[src/rtl/hub_pkg.sv]
// hub_pkg: shared widths, phase encoding and request record for the hub arbiter.
package hub_pkg;
  localparam int HUB_ADDR_W = 14;
  localparam int HUB_DATA_W = 32;
  localparam int HUB_WB_W   = 4;
  typedef enum logic {PH_SETUP = 1'b0, PH_BUS = 1'b1} hub_phase_t;
  typedef struct packed {
    logic                  w;
    logic [HUB_WB_W-1:0]   wb;
    logic [HUB_ADDR_W-1:0] a;
    logic [HUB_DATA_W-1:0] d;
  } hub_req_t;
endpackage

[src/rtl/hub_rr_pick.sv]
// hub_rr_pick: combinational round-robin finder of the first set request at or after i_start.
module hub_rr_pick #(
  parameter int N = 8,
  parameter int W = 3
) (
  input  logic [N-1:0] i_req,
  input  logic [W-1:0] i_start,
  output logic         o_found,
  output logic [W-1:0] o_idx
);
  always_comb begin
    o_found = 1'b0;
    o_idx   = i_start;
    for (int k = N - 1; k >= 0; k--) begin
      if (i_req[i_start + W'(k)]) begin
        o_found = 1'b1;
        o_idx   = i_start + W'(k);
      end
    end
  end
endmodule

[src/rtl/hub_arbiter.sv]
// hub_arbiter: two-cycle (setup/bus) slot scheduler sharing hub_mem among COGS requesters.
// Define HUB_SLOT_SKIP_EN for work-conserving mode (idle slots handed to the next pending cog).
module hub_arbiter
  import hub_pkg::*;
#(
  parameter int COGS   = 8,
  parameter int SLOT_W = 3
) (
  input  logic                       clk_cog,
  input  logic                       res,
  input  logic [COGS-1:0]            req,
  input  logic [COGS-1:0]            req_w,
  input  logic [HUB_WB_W*COGS-1:0]   req_wb,
  input  logic [HUB_ADDR_W*COGS-1:0] req_a,
  input  logic [HUB_DATA_W*COGS-1:0] req_d,
  output logic [COGS-1:0]            ack,
  output logic [HUB_DATA_W-1:0]      q,
  output logic [SLOT_W-1:0]          slot,
  output logic                       mem_ena_bus,
  output logic                       mem_w,
  output logic [HUB_WB_W-1:0]        mem_wb,
  output logic [HUB_ADDR_W-1:0]      mem_a,
  output logic [HUB_DATA_W-1:0]      mem_d,
  input  logic [HUB_DATA_W-1:0]      mem_q
);
  hub_phase_t        r_phase;
  logic [SLOT_W-1:0] r_slot, r_grant_cog, r_pend_cog, w_gidx;
  logic              r_grant, r_pend, r_ena, w_gnt;
  hub_req_t          r_req, w_sel;
`ifdef HUB_SLOT_SKIP_EN
  logic              w_found;
  logic [SLOT_W-1:0] w_pick;
  // The cog being acked this cycle is excluded so it waits for a later turn.
  hub_rr_pick #(.N(COGS), .W(SLOT_W)) u_pick (
    .i_req  (req & ~ack),
    .i_start(r_slot + SLOT_W'(1)),
    .o_found(w_found),
    .o_idx  (w_pick)
  );
  assign w_gnt  = req[r_slot] | w_found;
  assign w_gidx = (req[r_slot] | ~w_found) ? r_slot : w_pick;
`else
  assign w_gnt  = req[r_slot];
  assign w_gidx = r_slot;
`endif
  assign w_sel = {req_w[w_gidx],
                  req_wb[HUB_WB_W*w_gidx +: HUB_WB_W],
                  req_a[HUB_ADDR_W*w_gidx +: HUB_ADDR_W],
                  req_d[HUB_DATA_W*w_gidx +: HUB_DATA_W]};
  always_comb begin
    ack             = '0;
    ack[r_pend_cog] = r_pend;
  end
  assign q           = mem_q;
  assign slot        = r_slot;
  assign mem_ena_bus = r_ena;
  assign mem_w       = r_req.w;
  assign mem_wb      = r_req.wb;
  assign mem_a       = r_req.a;
  assign mem_d       = r_req.d;
  always_ff @(posedge clk_cog or posedge res) begin
    if (res) begin
      r_phase     <= PH_SETUP;
      r_slot      <= '0;
      r_ena       <= 1'b0;
      r_req       <= '0;
      r_grant     <= 1'b0;
      r_grant_cog <= '0;
      r_pend      <= 1'b0;
      r_pend_cog  <= '0;
    end else if (r_phase == PH_SETUP) begin
      r_phase     <= PH_BUS;
      r_ena       <= 1'b1;
      r_slot      <= w_gidx;
      r_grant     <= w_gnt;
      r_grant_cog <= w_gidx;
      r_pend      <= 1'b0;
      if (w_gnt) r_req <= w_sel;
      else begin
        r_req.w  <= 1'b0;
        r_req.wb <= '0;
      end
    end else begin
      r_phase    <= PH_SETUP;
      r_ena      <= 1'b0;
      r_slot     <= r_slot + SLOT_W'(1);
      r_pend     <= r_grant;
      r_pend_cog <= r_grant_cog;
      r_req.w    <= 1'b0;
    end
  end
endmodule

[config.mk]
export PLATFORM = sky130hd
export DESIGN_NAME = hub_arbiter
export DESIGN_NICKNAME = d
export VERILOG_FILES = /design/src/rtl/hub_pkg.sv /design/src/rtl/hub_rr_pick.sv /design/src/rtl/hub_arbiter.sv
export SDC_FILE = /design/constraint.sdc
export NUM_CORES = 1
export LEC_CHECK = 0
export BUFFER_PORTS_ARGS = -buffer_cell sky130_fd_sc_hd__buf_4
export CAP_MARGIN = 20
export CORE_AREA = 10 10 205 207
export DETAILED_ROUTE_END_ITERATION = 10
export DIE_AREA = 0 0 215 217
export SETUP_SLACK_MARGIN = 0.05
export SYNTH_ARGS = -nofsm -noshare
export SYNTH_HDL_FRONTEND = slang
export SYNTH_SLANG_ARGS = --single-unit
[constraint.sdc]
create_clock -name clk_cog -period 2.4 [get_ports clk_cog]
set_input_delay 0.36 -clock clk_cog [delete_from_list [all_inputs] [get_ports clk_cog]]
set_output_delay 0.36 -clock clk_cog [all_outputs]
set_load 0.02 [all_outputs]
### After elaboration in Yosys (flattened, before gate mapping)

Index checks and enable logic that the tools add are counted.

| storage, ports and cells | value |
|---|---|
| word-level logic and storage cells | 32 |
| register bits | 63 |

| cells by class | value |
|---|---|
| bitwise logic cells | 2 |
| shifts and indexed selects | 3 |
| $add $sub $neg | 1 |
| order comparisons | 3 |
| muxes and demuxes | 10 |
| reduce and logical (&&, ||, !) cells | 2 |
| multipliers | 1 |

Operator list:

| operator | number |
|---|---|
| variable part select 256 x 9 -> 32 bit | 1 |
| variable part select 112 x 8 -> 14 bit | 1 |
| variable part select 32 x 6 -> 4 bit | 1 |
| bitwise AND 8 bit | 1 |
| < comparator 3 x 4 -> 1 bit, second input constant | 2 |
| binary-select mux 1 bit (select 3 bit) | 2 |
| multiplier 3 x 3 -> 6 bit, first input constant | 1 |
| 2-to-1 mux 1 bit | 6 |
| 2-to-1 mux 5 bit | 1 |
| adder 3 x 1 -> 3 bit, second input constant | 1 |
| demux 1 bit (select 3 bit) | 1 |
| greater-or-equal comparator 3 x 1 -> 1 bit, second input constant | 1 |
| AND reduction 2 bit | 1 |
| logical AND 1 bit | 1 |
| NOT 1 bit | 1 |

### Longest topological paths before layout

Gate-level depths: netlist (run 1).

| depth | value |
|---|---|
| depth in word-level cells | 5 |
| depth in mapped cells | 8 |
| mapped depth without buffers | 3 |

### Worst setup path after synthesis (run 1)

Ideal clock, no wire load.

| path | value |
|---|---|
| path kind | reg-to-reg |
| start point | register r_slot[2], in the netlist slot[2] |
| end point | register r_req (netlist bit mem_a[0]) |
| stages on the path, launching flop included | 7 |
| library setup time | 125 ps |
| setup slack | 269 ps |
| arrival time | 2006 ps |
| period minus slack after synthesis | 2131 ps |
| path buffers | 3 |
| cells stage by stage | dfrtp_1 buf_2 buf_2 clkbuf_1 mux4_2 mux2_2 mux2_4 |

| on the way | value |
|---|---|
| cells in the longest elaborated chain, start to end | 3 |
| elaborated cells between the ends (all ways) | 5 |
| those cells by class | mul (1); shift (1); mux (2); reduce/logical (1) |

Ends and longest elaborated chain:

| what | line | RTL |
|---|---|---|
| from (decl) | hub_arbiter.sv:27 | `logic [SLOT_W-1:0] r_slot, r_grant_cog, r_pend_cog, w_gidx;` |
| from (signal assigned) | hub_arbiter.sv:74 | `r_slot <= w_gidx;` |
| from (signal assigned) | hub_arbiter.sv:86 | `r_slot <= r_slot + SLOT_W'(1);` |
| parallel branches: the longest is 3 deep, another holds multiplier 3 x 3 -> 6 bit | -- |  |
| to (signal assigned) | hub_arbiter.sv:78 | `if (w_gnt) r_req <= w_sel;` |
| to (decl) | hub_arbiter.sv:29 | `hub_req_t r_req, w_sel;` |

Several ways; the timed one is not identified. The select of a mux whose other input is x is not followed.
A chain may end at the register's enable or synchronous reset.

### Worst setup path after layout (run 1)

| path | value |
|---|---|
| start point | register r_slot[0], in the netlist slot[0] |
| end point | register r_req (netlist bit mem_d[15]) |

| on the way | value |
|---|---|
| cells in the longest elaborated chain, start to end | 3 |
| elaborated cells between the ends (all ways) | 4 |
| those cells by class | shift (1); mux (2); reduce/logical (1) |

Ends and longest elaborated chain:

| what |
|---|
| parallel branches: the longest is 3 deep, another holds variable part select 256 x 9 -> 32 bit |

Several ways; the timed one is not identified. The select of a mux whose other input is x is not followed.

==> metrics.cfg, run 1 <==
[layout]
drive_gt1_share_pct=87.4
final-seq-area_um2=1590
finish.utilization_pct=26.8
stdcell_count=1344
areaGrowthSynthToFinish_pct=73.9
multi_input_area_um2=3810
fill_cells=3968
nets=1270

[critical_path]
cp-end-kind=register
cp_max_fo=23
startpoint_type=register
criticalPathCategory=reg2reg
reg2reg_depth=5
crit_arrival_ns=2.28
worst-r2r-setup-slack_ns=0.34
r2r_end=mem_d[15]$_DFFE_PP0P_
crit_required_ns=2.62
r2r-start=slot[0]$_DFFE_PP0P_

[clock_tree]
cts.reportedPaths.clkPinSlew_ns=0.07
cts_root_buf=clkbuf_16
cts_sinks=63
cts_tree=done
cts_hold_buf=0
post-cts-setup-buffers=0
htreeDepth=3
numCtsBuffers=9
cts_buffer_depth=2
clock_latency_ns=0.35
ctsResizeCount=0

[drt]
first_pass_iters=4
ant_nets=0
vias=5463
drt-wirelength-per-cell_um=22.3
drcViolationCount=0
wl_met1_um=11400
drtIter0Drc=241
met2WireLength_um=15100
wl_um=29900
dr_wl_met3_um=2790
highest_layer=met4
vias_per_cell=4.06

[synthesis]
ys_top_cells_by_area=mux4_2 (40%), dfrtp_1 (27%), mux2_2 (11%), mux2_4 (10%), buf_4 (4.2%)
synth.cell_area_um2=5870
avgSynthCellArea_um2=15.5
ys.flop_type=dfrtp_1
synth_cells=378
yosysMostFrequentCell=mux4_2
synth-seq-cells=63
synth_cell_types=24
yosysSeqAreaShare_pct=26.8
yosysTopAreaCellShare_pct=39.9
yosysTopAreaCell=mux4_2
ys_top_cells_by_count=mux4_2 (104), dfrtp_1 (63), mux2_2 (57), mux2_4 (40), buf_4 (33)
ys_warn_count=0
synth-edff-count=0
postSynth.asyncResetShare_pct=100
syn_nets=829

[floorplanning]
dieArea_um2=46700
pin_count=545
rows=72
start_util_pct=15.4
die_height_um=217
coreArea_um2=38100
fp.dieW_um=215

[run_status]
status=complete, no violations

[power_and_ir_drop]
p_leak_nw=4.46
peakVddDrop_uv=284
power_mw=3.70
power.density_nw_per_um2=362

[timing]
min_period_ns=2.06
finalSetupTns_ns=0
worst_slew_pin_slew_ns=0.684
fin_crit_sh_pct=85.9
drv_slew=0
relSlewSlack_pct=54.4
rsz0062_at_grt=no
setup_violations=0
final.setup_skew_ns=0.00641
fmax_ghz=0.485
whs_ns=0.0974
hold_viol=0

[grt]
grt_overflow=0
grt_start_max_net_pins=54
grt_pass1_wl_um=43300
grt_util_all_layers_pct=12.3
grt_pass1_vias=6512
antenna_found_initial=3

[placed_design]
port_buffers=480
dp_hpwl_um=25400
gp_congestion=0.883
place_inst=1326

[worst_hold_path]
hold_path_class=in2async

[flow_run]
cap_violations=0

cell usage in the layout (no fill, tap or decap), drive strengths merged:
cell      netlist  layout
xor2            1       1
a21boi          1       1
buf            56     500
clkinvlp        0       2
nor2b           1       1
mux2           97      97
nand2          13      13
dfrtp          63      63
nand2b          1       1
clkbuf         14      11
or2             1       1
xnor2           1       1
inv             5       4
nor2            7       7
mux4          104     104
clkinv          0       3
ha              1       1
a21o            1       1
diode           0       2
nor3            2       2
bufinv          0       1
a22o            5       5
o21ai           3       3
and2            1       1
per-stage QoR:
step           instance area [um^2]  setup slack, ns
2_1_floorplan                  5870            0.269
3_3_place_gp                   9920            0.356
3_5_place_dp                   9920            0.326
4_1_cts                       10200            0.307
5_1_grt                       10200            0.255
6_report                      10200            0.339
final cells by class:
class / instances / share of cell area (%)
Antenna cell: 2 / 0.0490
Sequential cell: 63 / 15.5
Tap cell: 518 / 6.35
Inverter: 5 / 0.196
Timing Repair Buffer: 500 / 37.7
Clock buffer: 11 / 2.28
Clock inverter: 5 / 0.576
Multi-Input combinational cell: 240 / 37.3
report_power, final:
group / internal, mW / leakage (nW) / switching (mW) / total, mW
Combinational: 0.766 / 3.58 / 0.357 / 1.12
Clock: 0.807 / 0.136 / 0.566 / 1.37
Sequential: 1.15 / 0.744 / 0.0551 / 1.20
worst max path at each step:
stage                        start               endpoint  depth (start not counted)
2_1_floorplan  slot[2]$_DFFE_PP0P_   mem_a[0]$_DFFE_PP0P_                          6
3_3_place_gp   slot[0]$_DFFE_PP0P_  mem_d[20]$_DFFE_PP0P_                          5
3_5_place_dp   slot[0]$_DFFE_PP0P_  mem_d[15]$_DFFE_PP0P_                          5
4_1_cts        slot[0]$_DFFE_PP0P_  mem_d[15]$_DFFE_PP0P_                          5
5_1_grt        slot[0]$_DFFE_PP0P_  mem_d[15]$_DFFE_PP0P_                          5
6_report       slot[0]$_DFFE_PP0P_  mem_d[15]$_DFFE_PP0P_                          5
layer usage:
layer / vias up / track usage, %
met5: - / 0
met4: 0 / 3.92
met3: 33 / 4.99
met2: 327 / 21.3
met1: 2712 / 13.6
li1: 2391 / -
logic make-up (layout without fill, tap and decap cells):
family	count (synthesis)	count (layout)	synth area share, %
AOI/OAI and AO/OA	10	10	1.26
xor gates and xnor gates	2	2	0.298
adders and majority gates	1	1	0.213
buffers and inverters	75	521	8.50
DFF	63	63	26.8
muxes	201	201	61.0
other	0	2	0
and+or+nand+nor	26	26	1.87
state kept, by name (all words and copies together), names as in the netlist:
| register | count |
|---|---|
| r_grant | 1 |
| mem_wb | 4 |
| slot | 3 |
| mem_d | 32 |
| r_grant_cog | 3 |
| mem_ena_bus | 1 |
| r_pend | 1 |
| mem_w | 1 |
| mem_a | 14 |
| r_pend_cog | 3 |
worst max-delay path: stages, from the launching register on:
cell and delay (ns):
dfrtp_4 0.44, buf_12 0.17, buf_12 0.23, mux4_2 0.53
mux2_2 0.28, mux2_4 0.26
Power figures use the tool's default switching activity.
==> run 2, diff against run 1 <==
- REMOVE_ABC_BUFFERS: default -> 1
==> run 2 against run 1 <==
Compared with the run above: wire length is 3.4% higher; critical path depth fell by 1; largest power group unchanged; utilization about the same; first-iteration DRC count is 20% lower.
==> metrics.cfg, run 2 (same netlist as run 1, synthesis figures left out) <==
[timing]
fmax_ghz=0.467  ; -3.8%
hold_viol=0  ; unchanged
drv_slew=0  ; unchanged
rsz0062_at_grt=no
worst_slew_pin_slew_ns=0.690  ; +0.00610 ns
fin_crit_sh_pct=89.2  ; +3.4 points
setup_violations=0  ; unchanged
relSlewSlack_pct=54.0  ; -0.41 points
min_period_ns=2.14  ; +0.0805 ns
whs_ns=0.0862  ; -0.0112 ns
final.setup_skew_ns=0.0107  ; +0.00426 ns

[drt]
dr_wl_met3_um=3650  ; +31%
drt-wirelength-per-cell_um=23.1  ; +3.7%
ant_nets=0  ; unchanged
highest_layer=met5
drcViolationCount=0  ; unchanged
drtIter0Drc=193  ; -20%
wl_met1_um=12000  ; +5.3%
vias=5493  ; +0.55%
first_pass_iters=4  ; unchanged
met2WireLength_um=14500  ; -3.8%
wl_um=30900  ; +3.4%
vias_per_cell=4.10  ; +0.92%

[critical_path]
crit_arrival_ns=2.37  ; +0.09 ns
startpoint_type=register
criticalPathCategory=reg2reg
critPathBufInv=1  ; -1
cp_max_fo=25  ; +8.7%
critical-path-top-delay-family=multiplexers
crit_required_ns=2.63  ; about the same
critPathMaxStageDelay_ns=0.68  ; +0.15 ns
slowest_stage=dfrtp_4
cp-end-kind=register
crit_top_cell=mux2_2
crit_chain=buf_12 > mux4_2 > mux2_2 > mux2_2

[floorplanning]
fp.dieW_um=215  ; unchanged
rows=72  ; unchanged
pin_count=545  ; unchanged
die_height_um=217  ; unchanged
dieArea_um2=46700  ; unchanged
coreArea_um2=38100  ; unchanged
start_util_pct=15.4  ; unchanged

[power_and_ir_drop]
p_leak_nw=4.46  ; about the same
power.density_nw_per_um2=362  ; about the same
peakVddDrop_uv=288  ; +1.4%
power_mw=3.69  ; -0.12%

[clock_tree]
clock_latency_ns=0.35  ; about the same
ctsResizeCount=0  ; unchanged
cts_tree=done
numCtsBuffers=9  ; unchanged
htreeDepth=3  ; unchanged
post-cts-setup-buffers=0  ; unchanged
cts_hold_buf=0  ; unchanged
cts_root_buf=clkbuf_16
cts_sinks=63  ; unchanged
cts_buffer_depth=2  ; unchanged
cts.reportedPaths.clkPinSlew_ns=0.06  ; about the same

[placed_design]
gp_congestion=0.826  ; -6.4%
port_buffers=480  ; unchanged
dp_hpwl_um=27000  ; +6.2%
place_inst=1323  ; -0.23%

[layout]
areaGrowthSynthToFinish_pct=73.5
drive_gt1_share_pct=87.5  ; about the same
final_common_cell=buf_4
largest_reg_flops=32  ; unchanged
stdcell_count=1339  ; -0.37%
finish.utilization_pct=26.8  ; -0.049 points
fill_cells=3955  ; -0.33%
final_cell_mix=buf_4 (489), mux4_2 (104), dfrtp_1 (60)
antenna_cells=0  ; -2
nets=1267  ; -0.24%

[grt]
grt_start_max_net_pins=60  ; +11%
grt_pass1_vias=6369  ; -2.2%
grt_pass1_wl_um=43200  ; -0.13%
grt_util_all_layers_pct=12.6  ; +0.30 points
grt_overflow=0  ; unchanged
antenna_found_initial=0  ; -3

[run_status]
status=complete, no violations

[worst_hold_path]
hold_path_class=in2async

[flow_run]
cap_violations=0  ; unchanged

-- run 2: cell count changes in the layout (fill, tap and decap cells not counted) --
| cell | change |
|---|---|
| diode_2 | -2 |
| clkbuf_8 | +1 |
| clkinvlp_4 | -2 |
| clkinv_2 | +1 |
| clkinv_4 | +1 |
| buf_4 | -3 |
| clkbuf_1 | -1 |
-- run 2: area by class of cell --
class                           instances  area, um^2  area share [%]
Timing Repair Buffer                  497        3830            37.6
Clock inverter                          5        57.6           0.565
Sequential cell                        63        1590            15.6
Clock buffer                           11         243            2.38
Multi-Input combinational cell        240        3810            37.3
Inverter                                5        20.0           0.196
Tap cell                              518         648            6.36
-- run 2: final timing paths --
| path | slack (ns) | to | cells after the start | start |
|---|---|---|---|---|
| setup / recovery | 0.26 | mem_d[2]$_DFFE_PP0P_ | 4 | slot[0]$_DFFE_PP0P_ |
| hold / removal | 0.09 | mem_a[1]$_DFFE_PP0P_ | 2 | res |
| setup reg to reg | 0.26 | mem_d[2]$_DFFE_PP0P_ | 4 | slot[0]$_DFFE_PP0P_ |
| hold reg to reg | 0.47 | r_pend_cog[2]$_DFFE_PP0P_ | 2 | r_grant_cog[2]$_DFFE_PP0N_ |
| max in group asynchronous | 1.69 | mem_a[13]$_DFFE_PP0P_ | 3 | res |
| min in group clk_cog | 0.47 | r_pend_cog[2]$_DFFE_PP0P_ | 2 | r_grant_cog[2]$_DFFE_PP0N_ |
-- run 2: routing by layer --
layer / GRT usage, % / up-vias
li1: - / 2381
met1: 14.1 / 2763
met2: 19.9 / 320
met3: 7.20 / 27
met4: 3.90 / 2
met5: 2.29 / -
-- run 2: stage by stage --
stage	cell area [um^2]	worst slack, ns	setup TNS, ns
finish	10200	0.258	0
global route	10200	0.143	0
CTS	10200	0.219	0
detailed placement	9890	0.227	0
global placement	9890	0.246	0
floorplan	5390	-4.31	-231.37
-- run 2: report_power, final --
part / switching [mW] / leakage, nW / internal [mW] / total [mW]
sequential: 0.0545 / 0.744 / 1.15 / 1.20
clock: 0.535 / 0.149 / 0.833 / 1.37
combinational: 0.357 / 3.56 / 0.766 / 1.12
total: 0.947 / 4.46 / 2.75 / 3.69
